File: config.mk
export PLATFORM = sky130hd
export DESIGN_NAME = pwm_capture
export DESIGN_NICKNAME = d
export VERILOG_FILES = /design/src/rtl/pwm_capture.sv
export SDC_FILE = /design/constraint.sdc
export NUM_CORES = 1
export LEC_CHECK = 0
export CORE_UTILIZATION = 48
export DETAILED_ROUTE_END_ITERATION = 7
export PLACE_DENSITY = 0.83
export SYNTH_ARGS = -nofsm -noshare
export SYNTH_HDL_FRONTEND = slang
export SYNTH_SLANG_ARGS = --single-unit
File: constraint.sdc
create_clock -name sysclk -period 1.7 [get_ports sysclk]
set_input_delay 0.34 -clock sysclk [delete_from_list [all_inputs] [get_ports sysclk]]
set_output_delay 0.34 -clock sysclk [all_outputs]
set_load 0.05 [all_outputs]
File: src/rtl/pwm_capture.sv
// pwm_capture: measures rise-to-rise period and high time of an asynchronous
// PWM line in sysclk cycles, with a single-cycle result strobe and a one-shot
// static-level report when no rising edge arrives within TIMEOUT cycles.
module pwm_capture #(
  parameter int CNT_W   = 8,
  parameter int TIMEOUT = 200
) (
  input  logic             sysclk,
  input  logic             rst_n,
  input  logic             Enable,
  input  logic             Pulse_In,
  output logic [CNT_W-1:0] Period,
  output logic [CNT_W-1:0] High_Time,
  output logic             Static,
  output logic             Level,
  output logic             Meas_Valid
);

  localparam logic [CNT_W-1:0] LP_TIMEOUT = CNT_W'(TIMEOUT);

  logic             r_s0;
  logic             r_s1;
  logic             r_s_prev;
  logic [CNT_W-1:0] r_period_cnt;
  logic [CNT_W-1:0] r_high_cnt;
  logic             r_armed;
  logic             r_timed_out;
  logic [CNT_W-1:0] r_period;
  logic [CNT_W-1:0] r_high_time;
  logic             r_static;
  logic             r_level;
  logic             r_meas_valid;

  logic             w_rise;
  logic             w_at_timeout;
  logic [CNT_W-1:0] w_period_inc;
  logic [CNT_W-1:0] w_high_inc;

  assign w_rise       = r_s1 & ~r_s_prev;
  assign w_at_timeout = (r_period_cnt == LP_TIMEOUT);

  // Both counters stop at TIMEOUT so a dead line never wraps into a bogus value.
  assign w_period_inc = w_at_timeout ? r_period_cnt : r_period_cnt + 1'b1;
  assign w_high_inc   = (r_high_cnt == LP_TIMEOUT) ? r_high_cnt
                      : r_high_cnt + {{(CNT_W-1){1'b0}}, r_s1};

  // Two-flop synchroniser plus edge-history flop; runs regardless of Enable.
  always_ff @(posedge sysclk) begin
    if (!rst_n) begin
      r_s0     <= 1'b0;
      r_s1     <= 1'b0;
      r_s_prev <= 1'b0;
    end else begin
      r_s0     <= Pulse_In;
      r_s1     <= r_s0;
      r_s_prev <= r_s1;
    end
  end

  // Measurement: a rise closes a period (reporting only if armed), a timeout
  // issues one static report per episode, otherwise the counters run.
  always_ff @(posedge sysclk) begin
    if (!rst_n) begin
      r_period_cnt <= '0;
      r_high_cnt   <= '0;
      r_armed      <= 1'b0;
      r_timed_out  <= 1'b0;
      r_period     <= '0;
      r_high_time  <= '0;
      r_static     <= 1'b0;
      r_level      <= 1'b0;
      r_meas_valid <= 1'b0;
    end else if (!Enable) begin
      // Reported values are kept so software can still read the last result.
      r_period_cnt <= '0;
      r_high_cnt   <= '0;
      r_armed      <= 1'b0;
      r_timed_out  <= 1'b0;
      r_meas_valid <= 1'b0;
    end else if (w_rise) begin
      if (r_armed) begin
        r_period    <= r_period_cnt;
        r_high_time <= r_high_cnt;
        r_static    <= 1'b0;
      end
      r_meas_valid <= r_armed;
      r_period_cnt <= {{(CNT_W-1){1'b0}}, 1'b1};
      r_high_cnt   <= {{(CNT_W-1){1'b0}}, 1'b1};
      r_armed      <= 1'b1;
      r_timed_out  <= 1'b0;
    end else if (w_at_timeout && !r_timed_out) begin
      r_period     <= '0;
      r_high_time  <= '0;
      r_static     <= 1'b1;
      r_level      <= r_s1;
      r_meas_valid <= 1'b1;
      r_armed      <= 1'b0;
      r_timed_out  <= 1'b1;
    end else begin
      r_period_cnt <= w_period_inc;
      r_high_cnt   <= w_high_inc;
      r_meas_valid <= 1'b0;
    end
  end

  assign Period     = r_period;
  assign High_Time  = r_high_time;
  assign Static     = r_static;
  assign Level      = r_level;
  assign Meas_Valid = r_meas_valid;

endmodule

# Word level (Yosys, flattened, before mapping)
# Index checks and enable logic that the tools add are counted.
[op_classes] muxes=18 addsub=2 n_reduce_logical=11 n_bitwise=8 n_eq_ne=6
[op_table] operator="$mux W8" count=5
[op_table] operator="$eq A8 B8 Y1 const B" count=2
[op_table] operator="$mux W1" count=13
[op_table] operator="$reduce_and A2 Y1" count=5
[op_table] operator="$add A8 B1 Y8" count=1
[op_table] operator="$add A8 B1 Y8 const B" count=1
[op_table] operator="$ne A2 B2 Y1 const B" count=4
[op_table] operator="$not A1 Y1" count=7
[op_table] operator="$reduce_and A3 Y1" count=2
[op_table] operator="$reduce_or A3 Y1" count=1
[op_table] operator="$reduce_bool A2 Y1" count=1
[op_table] operator="$and A1 B1 Y1" count=1
[op_table] operator="$logic_and A1 B1 Y1" count=1
[op_table] operator="$logic_not A1 Y1" count=1
[totals] input_bits=4 register_bits=40 word_cells=59 out_inout_bits=19

# Logic depth before layout (Yosys ltp)
# Gate-level depths: netlist (run 1).
[depth] word_depth=4 mapped_depth=7 depth_no_buf=6

# Worst setup path before layout (run 1)
# Ideal clock, no wire load.
[synth_timing] kind="register to register" startpoint="reg r_period_cnt[0]" endpoint="reg r_period[2], in the netlist Period[2]" path_slack_ps=92 t_required_ps=1583 arrival_time_ps=1491 path_buffers=1 path_stages_with_launch=8 setup_ps=117 synth_period_minus_slack_ps=1608 cell_sequence="dfxtp_1 inv_1 ha_1 and4bb_4 a21oi_2 o21a_4 buf_6 a22o_1"
[synth_between] elab_chain_cells=4
[synth_rtl] item="start: declaration" line_no="24" source="logic [CNT_W-1:0] r_period_cnt;"
[synth_rtl] item="start signal: assignment" line_no="87" source="r_period_cnt <= {{(CNT_W-1){1'b0}}, 1'b1};"
[synth_rtl] item="start signal: assignment" line_no="100" source="r_period_cnt <= w_period_inc;"
[synth_rtl] item="$eq A8 B8 Y1" line_no="40" source="assign w_at_timeout = (r_period_cnt == LP_TIMEOUT);"
[synth_rtl] item="$logic_and A1 B1 Y1" line_no="91" source="end else if (w_at_timeout && !r_timed_out) begin"
[synth_rtl] item="$reduce_bool A2 Y1 (no source line)"
[synth_rtl] item="$reduce_and A3 Y1 (no source line)"
[synth_rtl] item="end signal: assignment" line_no="82" source="r_period <= r_period_cnt;"
[synth_rtl] item="end: declaration" line_no="28" source="logic [CNT_W-1:0] r_period;"
# Every way passes these cells.
# A chain may end at the register's enable or synchronous reset.

# Worst setup path in the final report (run 1)
[layout_timing] startpoint="reg r_period_cnt[0]" endpoint="reg r_period[6], in the netlist Period[6]"
# Same word-level chain as after synthesis.

==> results of run 1 <==
metrics by stage:
stage                     hold WS, ns  instance area (um^2)  instances  util [%]
final                           0.455                  2020        241      64.0
after global routing            0.475                  2020        241      64.0
after CTS                       0.455                  2010        240      63.6
after detailed placement        0.426                  1920        232      61.0
after global placement          0.417                  1920        232      61.0
after floorplan                 0.412                  1640        160         -
state kept, by name, indices dropped and copies added, names as in the netlist:
| name | flops |
|---|---|
| r_period_cnt | 8 |
| r_armed | 1 |
| Meas_Valid | 1 |
| Static | 1 |
| High_Time | 8 |
| r_s0 | 1 |
| r_s1 | 1 |
| Period | 8 |
| r_timed_out | 1 |
| r_s_prev | 1 |
| Level | 1 |
| r_high_cnt | 8 |
per-layer routing:
layer	vias to the layer above	GRT usage (%)	share of wire, %
met5	-	0	0
met4	0	8.64	1.5
met3	7	5.33	4.0
met2	35	32.5	45
met1	615	28.1	49
li1	656	-	-
how the worst max path moves through the flow:
stage	start	to	depth (start not counted)
floorplan	r_period_cnt[0]$_SDFFE_PP0P_	Period[2]$_SDFFE_PN0P_	7
global placement	r_period_cnt[0]$_SDFFE_PP0P_	Period[3]$_SDFFE_PN0P_	6
detailed placement	Enable	Period[3]$_SDFFE_PN0P_	4
CTS	r_period_cnt[0]$_SDFFE_PP0P_	Period[3]$_SDFFE_PN0P_	6
global route	r_period_cnt[0]$_SDFFE_PP0P_	High_Time[1]$_SDFFE_PN0P_	6
finish	r_period_cnt[0]$_SDFFE_PP0P_	Period[6]$_SDFFE_PN0P_	6
power breakdown:
group,switching [mW],total [mW],internal (mW)
clock,0.323,0.637,0.314
combinational,0.0438,0.0769,0.0332
sequential,0.00519,0.949,0.944
total,0.372,1.66,1.29
synth_stat cells (all sizes together), types with 4 or more instances:
master / count / area [um^2]
a21oi: 13 / 68.8
xor2: 5 / 43.8
a22o: 16 / 148
dfxtp: 40 / 801
nand3: 14 / 70.1
nor3: 4 / 31.3
nand2: 10 / 37.5
o21ai: 4 / 20.0
ha: 4 / 50.1
nor2: 15 / 61.3
xnor2: 4 / 35.0
layout by cell type (no fill, tap or decap), types with 2 or more instances in the layout:
cell                               n
sky130_fd_sc_hd__dfxtp_1          40
sky130_fd_sc_hd__buf_4            29
sky130_fd_sc_hd__nand3_1          14
sky130_fd_sc_hd__nor2_1           13
sky130_fd_sc_hd__a21oi_1          12
sky130_fd_sc_hd__nand2_1          10
sky130_fd_sc_hd__a22o_1           10
sky130_fd_sc_hd__a22o_2            6
sky130_fd_sc_hd__xor2_1            5
sky130_fd_sc_hd__clkbuf_4          5
sky130_fd_sc_hd__xnor2_1           4
sky130_fd_sc_hd__o21ai_0           3
sky130_fd_sc_hd__nor3_1            3
sky130_fd_sc_hd__and2_1            3
sky130_fd_sc_hd__ha_1              3
sky130_fd_sc_hd__clkdlybuf4s50_1   3
sky130_fd_sc_hd__inv_1             2
sky130_fd_sc_hd__nor2_2            2
sky130_fd_sc_hd__and3_1            2
sky130_fd_sc_hd__or3_1             2
sky130_fd_sc_hd__mux2i_1           2
final cells by class:
class / count / area, um^2
Inverter: 2 / 7.51
Clock inverter: 3 / 46.3
Multi-Input combinational cell: 114 / 802
Sequential cell: 40 / 801
Timing Repair Buffer: 33 / 268
Tap cell: 44 / 55.1
Fill cell: 270 / 1140
Clock buffer: 5 / 37.5
cells by family (layout without fill, tap and decap cells):
family          after synthesis  count (layout)  share of synthesized area [%]
simple gates                 61              61                           22.6
flops                        40              40                           49.0
compound gates               37              38                           16.7
xor+xnor                      9               9                           4.82
buf+inv                       7              43                           2.68
fa+ha+maj                     4               4                           3.06
mux                           2               2                           1.22
worst max-delay path, cell delays in order (launching register included):
cell,delay (ns)
sky130_fd_sc_hd__dfxtp_1,0.33
sky130_fd_sc_hd__inv_1,0.09
sky130_fd_sc_hd__ha_2,0.22
sky130_fd_sc_hd__and4bb_4,0.29
sky130_fd_sc_hd__a21oi_2,0.10
sky130_fd_sc_hd__o21a_2,0.27
sky130_fd_sc_hd__a22o_2,0.26
==> reports/summary.json, run 1 <==
{
  "detail_route.wl_per_cell_um": 14.2,
  "maxCapViolations": 0,
  "synth.yosys.warnings": 0,
  "r2r_start": "r_period_cnt[0]$_SDFFE_PP0P_",
  "report.final.setup_viol": 0,
  "clock_sink_count": 40,
  "post_synth_inst_count": 160,
  "mean_instance_size_in_the_synthesized_netlist_um2": 10.2,
  "final_layout_size_suffix_gt1_share_pct": 28.4,
  "place.port_buffers": 22,
  "r2r_cells": 6,
  "floorplan.initialDensity_pct": 51.9,
  "drt-vias-per-instance": 5.45,
  "dp_hpwl_um": 2390,
  "placeableCoreArea_um2": 3150,
  "tritoncts": "built",
  "post_route_fraction_of_the_period_consumed_by_the_critical_path_pct": 97.5,
  "vias": 1313,
  "layout-area-overhead-vs-synth_pct": 23.3,
  "endpoint_required_time_on_the_critical_path_ns": 1.96,
  "timing.clock.skew_ns": 0.0104,
  "synth.ff_latch_count": 40,
  "die_area_um2": 3640,
  "die_height_um": 60.4,
  "fin_tns_setup_ns": 0,
  "grt_antenna_before_repair": 0,
  "critical_path_peak_fanout": 8,
  "detailed_route_drc_error_count": 0,
  "synth-edff-count": 0,
  "place_congestion": 0.833,
  "drt-initial-drc-count": 45,
  "setup.worst_path.end_class": "register",
  "synth_area_um2": 1640,
  "proportion_of_synthesized_chip_area_in_sequential_cells_pct": 49.0,
  "post_cts_hold_fix_bufs": 0,
  "cts_setup_buffers": 0,
  "final_period_minus_worst_setup_slack_ns": 1.66,
  "grt_max_degree": 17,
  "ant_nets": 0,
  "core.rowCount": 20,
  "timing.final.ws_setup_ns": 0.0425,
  "irDropWorstVdd_v": 0.000546,
  "asyncSetResetFlopFracSynth_pct": 0,
  "path_clk_slew_ns": 0.13,
  "run_status": "finished clean",
  "ys_types": 39,
  "timing.fmax_mhz": 603,
  "dp_worst_setup_slack_ns": 0.0565,
  "grt_overflow": 0,
  "insertion_delay_ns": 0.35,
  "min-delay-start": "r_s0$_SDFF_PN0_",
  "setup.reg_to_reg.worst_slack_ns": 0.04,
  "timing_worst_setup_path_type": "reg2reg",
  "r2r_end": "Period[6]$_SDFFE_PN0P_",
  "worst_ep_arrival_time_ns": 1.91,
  "cts-htree-levels": 2,
  "die_width_um": 60.4,
  "leakagePower_nw": 0.771,
  "detailedRoute.firstPassIterationCount": 4,
  "fin_total_pwr_mw": 1.66,
  "hold_violations": 0,
  "hold_path_end": "r_s1$_SDFF_PN0_",
  "max_transition_viols_final": 0,
  "min_path_type": "reg2reg",
  "n_antenna_cell": 0,
  "grt_pass1_vias": 1224,
  "ctsRootBufferMaster": "sky130_fd_sc_hd__clkbuf_4",
  "wirelength_um": 3430,
  "total_routing_usage_gr_pct": 21.0,
  "grt_pass1_wl_um": 5610,
  "tightest_slew_ns": 0.343,
  "clock_tree.buffer_depth": 2,
  "synth-main-ff-cell": "sky130_fd_sc_hd__dfxtp_1",
  "postCtsResizedCells": 0,
  "hold_path_depth": 1,
  "power_density_nw_per_um2": 824,
  "startpoint_type": "register",
  "ios": 23,
  "relSlewSlack_pct": 77.0,
  "synth_fp_nets": 168,
  "cts_inserted_buffers": 5,
  "final_net_count": 204
}
Power figures use the tool's default switching activity.
==> inputs of run 2 (changes only) <==
--- a/config.mk
+++ b/config.mk
@@ -5,9 +5,11 @@
 export SDC_FILE = /design/constraint.sdc
 export NUM_CORES = 1
 export LEC_CHECK = 0
+export CORE_ASPECT_RATIO = 1.1
 export CORE_UTILIZATION = 48
 export DETAILED_ROUTE_END_ITERATION = 7
-export PLACE_DENSITY = 0.83
+export PLACE_DENSITY_LB_ADDON = 0.15
+export SKIP_CTS_REPAIR_TIMING = 1
 export SYNTH_ARGS = -nofsm -noshare
 export SYNTH_HDL_FRONTEND = slang
 export SYNTH_SLANG_ARGS = --single-unit
==> reports/summary.json, run 2 (synthesis gave the netlist of run 1 again) <==
{
  "detailedRoute.firstPassIterationCount": {"value": 7, "change": "+3"},
  "detailed_route_drc_error_count": {"value": 3, "change": "+3"},
  "drt-vias-per-instance": {"value": 5.48, "change": "+0.64%"},
  "critical_path_peak_fanout": {"value": 8, "change": "unchanged"},
  "core.rowCount": {"value": 21, "change": "+5.0%"},
  "r2r_end": "Period[4]$_SDFFE_PN0P_",
  "cts_inserted_buffers": {"value": 5, "change": "unchanged"},
  "maxCapViolations": {"value": 0, "change": "unchanged"},
  "setup.reg_to_reg.worst_slack": {"value": 0.09, "unit": "ns", "change": "+0.04 ns"},
  "timing_worst_setup_path_type": "reg2reg",
  "total_routing_usage_gr": {"value": 19.5, "unit": "%", "change": "-1.5 points"},
  "drt-initial-drc-count": {"value": 29, "change": "-36%"},
  "clock_sink_count": {"value": 40, "change": "unchanged"},
  "wirelength": {"value": 3320, "unit": "um", "change": "-3.2%"},
  "r2r_cells": {"value": 6, "change": "unchanged"},
  "r2r_start": "r_period_cnt[0]$_SDFFE_PP0P_",
  "ios": {"value": 23, "change": "unchanged"},
  "post_route_fraction_of_the_period_consumed_by_the_critical_path": {"value": 95.0, "unit": "%", "change": "-2.5 points"},
  "tritoncts": "built",
  "floorplan.initialDensity": {"value": 51.9, "unit": "%", "change": "unchanged"},
  "failed_checks": "design-rule violations",
  "fin_tns_setup": {"value": 0, "unit": "ns", "change": "unchanged"},
  "grt_pass1_wl": {"value": 5530, "unit": "um", "change": "-1.4%"},
  "unrepaired_setup_endpoints_after_global_routing": "no",
  "timing.fmax": {"value": 619, "unit": "MHz", "change": "+2.7%"},
  "irDropWorstVdd": {"value": 0.000577, "unit": "V", "change": "+5.6%"},
  "cts-htree-levels": {"value": 2, "change": "unchanged"},
  "place_congestion": {"value": 0.871, "change": "+4.6%"},
  "power_density": {"value": 809, "unit": "nW/um^2", "change": "-1.8%"},
  "die_height": {"value": 63.2, "unit": "um", "change": "+4.7%"},
  "hold_violations": {"value": 0, "change": "unchanged"},
  "timing.clock.skew": {"value": 0.00634, "unit": "ns", "change": "-0.00407 ns"},
  "place.port_buffers": {"value": 22, "change": "unchanged"},
  "grt_pass1_vias": {"value": 1226, "change": "+0.16%"},
  "leakagePower": {"value": 0.780, "unit": "nW", "change": "+1.1%"},
  "fillerInstances": {"value": 265, "change": "-1.9%"},
  "grt_overflow": {"value": 0, "change": "unchanged"},
  "vias": {"value": 1272, "change": "-3.1%"},
  "run_status": "finished, violations left",
  "startpoint_type": "register",
  "grt_antenna_before_repair": {"value": 0, "change": "unchanged"},
  "max_transition_viols_final": {"value": 0, "change": "unchanged"},
  "ant_nets": {"value": 0, "change": "unchanged"},
  "final-seq-area": {"value": 801, "unit": "um^2", "change": "unchanged"},
  "worst_ep_arrival_time": {"value": 1.86, "unit": "ns", "change": "-0.05 ns"},
  "critPathLaunch": "r_period_cnt[0]$_SDFFE_PP0P_",
  "die_area": {"value": 3640, "unit": "um^2", "change": "about the same"},
  "clock_tree.buffer_depth": {"value": 2, "change": "unchanged"},
  "timing.critical_path.to": "Period[4]$_SDFFE_PN0P_",
  "die_width": {"value": 57.7, "unit": "um", "change": "-4.5%"},
  "final_layout_size_suffix_gt1_share": {"value": 28.3, "unit": "%", "change": "-0.14 points"},
  "final_period_minus_worst_setup_slack": {"value": 1.61, "unit": "ns", "change": "-0.0433 ns"},
  "n_antenna_cell": {"value": 0, "change": "unchanged"},
  "endpoint_required_time_on_the_critical_path": {"value": 1.94, "unit": "ns", "change": "-0.02 ns"},
  "tightest_slew": {"value": 0.435, "unit": "ns", "change": "+0.0920 ns"},
  "path_clk_slew": {"value": 0.11, "unit": "ns", "change": "-0.02 ns"},
  "multi_input_area": {"value": 812, "unit": "um^2", "change": "+1.2%"},
  "setup.worst_path.end_class": "register",
  "layout.cells.most_common": "sky130_fd_sc_hd__dfxtp_1",
  "min_path_type": "reg2reg",
  "dp.cells": {"value": 223, "change": "-3.9%"},
  "ctsRootBufferMaster": "sky130_fd_sc_hd__clkbuf_4",
  "report.final.setup_viol": {"value": 0, "change": "unchanged"},
  "detail_route.wl_per_cell": {"value": 14.3, "unit": "um", "change": "+0.54%"},
  "final_net_count": {"value": 205, "change": "+0.49%"},
  "relSlewSlack": {"value": 70.9, "unit": "%", "change": "-6.0 points"},
  "dp_hpwl": {"value": 2380, "unit": "um", "change": "-0.32%"},
  "layout-area-overhead-vs-synth_pct": 23.2,
  "placeableCoreArea": {"value": 3150, "unit": "um^2", "change": "unchanged"},
  "insertion_delay": {"value": 0.34, "unit": "ns", "change": "about the same"},
  "layout_common_cells": "40 x sky130_fd_sc_hd__dfxtp_1, 30 x sky130_fd_sc_hd__buf_4, 14 x sky130_fd_sc_hd__nand3_1",
  "stdcell_count": {"value": 232, "change": "-3.7%"},
  "grt_max_degree": {"value": 17, "change": "unchanged"}
}
-- run 2: final cells by class --
type / instances / area share (%)
Clock buffer: 6 / 2.05
Clock inverter: 2 / 1.74
Inverter: 2 / 0.373
Multi-Input combinational cell: 114 / 40.3
Sequential cell: 40 / 39.8
Tap cell: 34 / 2.11
Timing Repair Buffer: 34 / 13.7
-- run 2: power by group --
group | switching (mW) | leakage [nW] | internal (mW)
sequential | 0.00461 | 0.323 | 0.943
clock | 0.294 | 0.0422 | 0.308
combinational | 0.0440 | 0.415 | 0.0353
-- run 2: worst min-delay path by stage --
stage,start,to,depth (start not counted)
2_1_floorplan,r_s0$_SDFF_PN0_,r_s1$_SDFF_PN0_,1
3_3_place_gp,r_s0$_SDFF_PN0_,r_s1$_SDFF_PN0_,1
3_5_place_dp,r_s0$_SDFF_PN0_,r_s1$_SDFF_PN0_,1
4_1_cts,r_s0$_SDFF_PN0_,r_s1$_SDFF_PN0_,1
5_1_grt,r_s0$_SDFF_PN0_,r_s1$_SDFF_PN0_,1
6_report,r_s0$_SDFF_PN0_,r_s1$_SDFF_PN0_,1
-- run 2: routing by layer --
layer | share of wire [%] | track usage (%)
met5 | 0 | 0
met4 | 1.1 | 6.55
met3 | 4.4 | 5.54
met2 | 46 | 31.0
met1 | 48 | 25.4
-- run 2: worst max-delay path: stages, from the launching register on --
cell                       delay, ns
sky130_fd_sc_hd__dfxtp_1        0.32
sky130_fd_sc_hd__inv_1          0.12
sky130_fd_sc_hd__ha_4           0.18
sky130_fd_sc_hd__and4bb_4       0.29
sky130_fd_sc_hd__a21oi_2        0.09
sky130_fd_sc_hd__o21a_4         0.26
sky130_fd_sc_hd__a22o_2         0.26
-- run 2: per-stage QoR --
step           hold WS (ns)  cell area (um^2)  setup slack (ns)  utilization [%]  power (mW)
6_report              0.448              2010            0.0858             63.9        1.63
5_1_grt               0.466              2010            0.0135             63.9        1.69
4_1_cts               0.454              1990            0.0124             63.2        1.63
3_5_place_dp          0.428              1920            0.0261             60.8        1.04
3_3_place_gp          0.416              1920            0.0455             60.8        1.04
2_1_floorplan         0.412              1640            0.0919                -        1.01
